`src/rtl/parking_gate_ctrl.sv`:
```
// Parking gate controller: one shared gate serving an entry lane and an exit
// lane, with occupancy tracking and round-robin arbitration when both lanes
// ask in the same cycle.
//
// Ports:
//   clk         - clock, rising edge
//   rst_n       - asynchronous active-low reset
//   entry_req   - level request, car waiting at the entry sensor
//   exit_req    - level request, car waiting at the exit sensor
//   gate_open   - registered gate actuator drive
//   grant_entry - registered, high while the gate is open for an entering car
//   grant_exit  - registered, high while the gate is open for a leaving car
//   count       - registered occupied-slot count
//   full        - count == CAPACITY
//   empty       - count == 0
module parking_gate_ctrl #(
  parameter int CAPACITY    = 8,
  parameter int CNT_W       = 4,
  parameter int OPEN_CYCLES = 4
) (
  input  logic             clk,
  input  logic             rst_n,
  input  logic             entry_req,
  input  logic             exit_req,
  output logic             gate_open,
  output logic             grant_entry,
  output logic             grant_exit,
  output logic [CNT_W-1:0] count,
  output logic             full,
  output logic             empty
);

  localparam int DC_W = (OPEN_CYCLES > 1) ? $clog2(OPEN_CYCLES) : 1;

  localparam logic [1:0] S_IDLE     = 2'd0;
  localparam logic [1:0] S_OPEN_IN  = 2'd1;
  localparam logic [1:0] S_OPEN_OUT = 2'd2;

  localparam logic [DC_W-1:0]  DC_LOAD = DC_W'(OPEN_CYCLES - 1);
  localparam logic [CNT_W-1:0] CAP     = CNT_W'(CAPACITY);
  localparam logic [CNT_W-1:0] ONE     = CNT_W'(1);

  logic [1:0]      state;
  logic [DC_W-1:0] dcnt;
  // 1 when the last grant went to the exit lane; reset value 0 gives exit
  // the first contested grant.
  logic            last_exit;

  logic entry_ok, exit_ok, pick_entry, pick_exit;

  assign full  = (count == CAP);
  assign empty = (count == '0);

  // Ineligible requests are dropped outright, never queued.
  assign entry_ok   = entry_req & ~full;
  assign exit_ok    = exit_req & ~empty;
  assign pick_entry = entry_ok & (~exit_ok | last_exit);
  assign pick_exit  = exit_ok & ~pick_entry;

  always_ff @(posedge clk or negedge rst_n) begin
    if (!rst_n) begin
      state       <= S_IDLE;
      dcnt        <= '0;
      count       <= '0;
      last_exit   <= 1'b0;
      gate_open   <= 1'b0;
      grant_entry <= 1'b0;
      grant_exit  <= 1'b0;
    end else begin
      case (state)
        S_IDLE: begin
          if (pick_entry) begin
            state       <= S_OPEN_IN;
            dcnt        <= DC_LOAD;
            last_exit   <= 1'b0;
            gate_open   <= 1'b1;
            grant_entry <= 1'b1;
          end else if (pick_exit) begin
            state      <= S_OPEN_OUT;
            dcnt       <= DC_LOAD;
            last_exit  <= 1'b1;
            gate_open  <= 1'b1;
            grant_exit <= 1'b1;
          end
        end
        S_OPEN_IN, S_OPEN_OUT: begin
          // The pass always completes; requests are not looked at here.
          if (dcnt == '0) begin
            state       <= S_IDLE;
            gate_open   <= 1'b0;
            grant_entry <= 1'b0;
            grant_exit  <= 1'b0;
            if (state == S_OPEN_IN) count <= count + ONE;
            else                    count <= count - ONE;
          end else begin
            dcnt <= dcnt - 1'b1;
          end
        end
        default: begin
          state       <= S_IDLE;
          dcnt        <= '0;
          gate_open   <= 1'b0;
          grant_entry <= 1'b0;
          grant_exit  <= 1'b0;
        end
      endcase
    end
  end

endmodule
```
`config.mk`:
```
export PLATFORM = sky130hd
export DESIGN_NAME = parking_gate_ctrl
export DESIGN_NICKNAME = d
export VERILOG_FILES = /design/src/rtl/parking_gate_ctrl.sv
export SDC_FILE = /design/constraint.sdc
export NUM_CORES = 1
export LEC_CHECK = 0
export ABC_AREA = 1
export BUFFER_PORTS_ARGS = -buffer_cell sky130_fd_sc_hd__buf_2
export CAP_MARGIN = 30
export CORE_UTILIZATION = 35
export DETAILED_ROUTE_END_ITERATION = 8
export SLEW_MARGIN = 10
export SYNTH_ARGS = -nofsm -noshare
export SYNTH_HDL_FRONTEND = slang
export SYNTH_SLANG_ARGS = --single-unit
export TNS_END_PERCENT = 5
```
`constraint.sdc`:
```
create_clock -name clk -period 1.83 [get_ports clk]
set_input_delay 0.366 -clock clk [delete_from_list [all_inputs] [get_ports clk]]
set_output_delay 0.366 -clock clk [all_outputs]
set_load 0.01 [all_outputs]
```
==> results by group <==
Cells and area
  • Util after Layout: between 40% and 50%
  • Area growth from synthesis to layout: 18.0%
  • Fillers: 202
  • ANT cells: 0
  • Share of layout cells above drive strength 1: approximately 20%
  • Final net count: between 100 and 150

Floorplanning
  • Initial Util: a little under two fifths
  • Top Ports: 13
  • Die Ht: between 40 and 50 µm
  • Core area: 1980 µm²
  • Site Rows: 16
  • Die X: 48.0 µm
  • Full die area: around 2300 µm²

Synthesis
  • Synth cell types: 16
  • Top-area cell type share of the netlist area: a little over 40%
  • Syn nets: roughly 100
  • Synth Area per Inst: approximately 8 µm²
  • Post-Syn Area: approximately 740 µm²
  • Post-synthesis sequential area ratio: around two fifths
  • Yosys reg bits: 12
  • Leading area contributor after synthesis: dfrtp_1
  • Yosys warnings: 0
  • Post-synthesis cell count: 93
  • Top cells by area, synth: dfrtp_1 (40%), nand2_1 (13%), ha_1 (10%), inv_1 (8.6%), nor2_1 (3.5%)

CTS
  • Clk Latency, worst-skew pair: around 0.27 ns
  • Clk pin slew, worst setup/hold paths: 0.08 ns
  • CTS Sinks: 12
  • Post-CTS setup buffer count: 0
  • Max Buffers Root-to-Sink: 2
  • Htree depth: 1
  • Root buffer cell: clkbuf_4
  • CTS tree: built
  • CTS buffer count: 3

STA
  • Setup tns final: 0 ns
  • Final cycle utilization of the critical path: 90.7%
  • Clock period minus final worst setup slack: between 1.5 and 2 ns
  • Final-report setup violation count: 0
  • Final Hold Viols: 0
  • PnR worst setup slack: around 0.17 ns
  • Max-slew violations: 0
  • Slew of the pin with the lowest slew margin: between 0.2 and 0.3 ns
  • RSZ-0062 raised after global routing: no
  • FMAX: 0.602 GHz
  • Worst Skew: 0.00883 ns
  • Rel. slew slack: 81.1%

Power and ir drop
  • VDD IR-drop max: around 1100 µV
  • Power Dens Cells: roughly 2000 nW/µm²
  • Power consumption: approximately 1700 µW
  • P_leak: between 0.0005 and 0.0006 µW

Worst setup path
  • Worst Path Arrival: ~1.8 ns
  • Crit end category: register
  • Start point of the critical path: state[1]
  • Critical Path RT: around 2.0 ns
  • Crit Path Max Fanout: 3
  • Critical path type: reg -> reg
  • FF-to-FF Start: state[1]
  • Worst Setup Start Kind: register

Flow run
  • Max_cap viols: 0

Route
  • Final ANT Viol Nets: 0
  • Routed wire per std cell: roughly 9.6 µm
  • DRC: 0
  • Via density: approximately 4.5
  • Drt pass-1 iters: 3
  • Drt initial violations: 2
  • Routed WL: 1310 µm
  • Via Count: ~610

GRT
  • Overall Global Routing Usage: between 10 and 15%
  • Gr ovfl total: 0
  • Initial antenna violation count: 0
  • First-pass GRT wire length: between 2000 and 2500 µm
  • Via count of the first global-routing pass: about 500
  • Largest net degree at the start of global routing: 13

Placement
  • PortBufs: 12
  • Detail Placement HPWL: approximately 1100 µm
  • DP Worst Slack: approximately 0.11 ns
  • GP Congestion: ~0.81

Run status
  • Status: completed

Min path
  • Hold_sp: grant_entry
  • Hold/Removal Path Class: reg -> reg
## routing by layer
| layer | GRT usage [%] | share of wire, % | vias to the layer above |
|---|---|---|---|
| met5 | 0 | 0 | - |
| met3 | 4.53 | 3.9 | 2 |
| met2 | 20.8 | 47 | 10 |
| li1 | - | - | 321 |
| met1 | 18.5 | 48 | 280 |
| met4 | 6.67 | 0.92 | 0 |
## synth_stat cells
cell / number
a21oi_1: 4
dfrtp_1: 12
fa_1: 1
ha_1: 6
inv_1: 17
nand2_1: 25
nand2_2: 3
nand3_1: 5
nand3_2: 1
nand3_4: 1
nor2_1: 7
nor2_2: 1
nor4_1: 1
o21a_1: 1
o21ai_0: 5
xnor2_1: 3
## flip-flops by register name (all words and copies together) (netlist names)
name / cells
count: 4
dcnt: 2
gate_open: 1
grant_entry: 1
grant_exit: 1
last_exit: 1
state: 2
## critical path, cell delays in order (launching register included)
cell,delay [ns]
dfrtp_1,0.41
inv_1,0.09
ha_1,0.18
inv_1,0.09
ha_1,0.27
nand2_1,0.06
inv_1,0.04
o21ai_1,0.14
nand2_1,0.07
nand2_1,0.05
nand2_1,0.04
nand2_1,0.04
o21ai_0,0.07
## worst paths after layout
check,to,slack (ns),depth (start not counted)
max reg2reg,count[3],0.17,12
min in group asynchronous,count[3],0.50,2
max in group asynchronous,count[2],1.10,2
min reg2reg,grant_entry,0.47,2
min,grant_entry,0.47,2
max,count[3],0.17,12
## stage by stage
step / hold slack (ns) / instances / instance area, µm²
4_1_cts: 0.479 / 137 / 876
2_1_floorplan: 0.0704 / 93 / 742
5_1_grt: 0.508 / 137 / 876
3_5_place_dp: 0.271 / 133 / 843
6_report: 0.474 / 137 / 876
3_3_place_gp: 0.264 / 133 / 843
## power breakdown
part	internal, µW	total [µW]	leakage, µW	switching [µW]
Clock	76.0	164	0.0000138	87.7
Combinational	447	1060	0.000344	616
Sequential	403	520	0.000147	117
## kinds of logic after synthesis
| logic type | after synthesis | share of synthesized area, % |
|---|---|---|
| AO/OA/AOI/OAI | 10 | 7.08 |
| XOR/XNOR | 3 | 3.54 |
| adder cells (fa/ha/maj) | 7 | 12.8 |
| buffers and inverters | 17 | 8.60 |
| flip-flops | 12 | 40.5 |
| AND/OR/NAND/NOR | 44 | 27.5 |
## layout by cell type (no fill, tap or decap), drive strengths merged, types with 3 or more instances in the layout
| master | synthesis | layout |
|---|---|---|
| nor2 | 8 | 8 |
| xnor2 | 3 | 3 |
| ha | 6 | 6 |
| buf | 0 | 13 |
| nand2 | 28 | 28 |
| o21ai | 5 | 5 |
| nand3 | 7 | 7 |
| a21oi | 4 | 4 |
| clkbuf | 0 | 3 |
| dfrtp | 12 | 12 |
| inv | 17 | 17 |
## cell type report
| cell class | count | area, µm² | area share, % |
|---|---|---|---|
| sequential | 12 | 300 | 34.3 |
| tap | 27 | 33.8 | 3.86 |
| multi-input combinational | 64 | 378 | 43.1 |
| clock buffer | 3 | 22.5 | 2.57 |
| inverter | 17 | 63.8 | 7.29 |
| timing repair buffer | 14 | 77.6 | 8.86 |
## repair_timing
action / in CTS / in global routing
hold endpoints to repair: 12 / 0
hold buffers: 1 / 0
setup endpoints to repair: 0 / 1
gates resized for setup: 0 / 1
(Power assumes the default switching activity.)
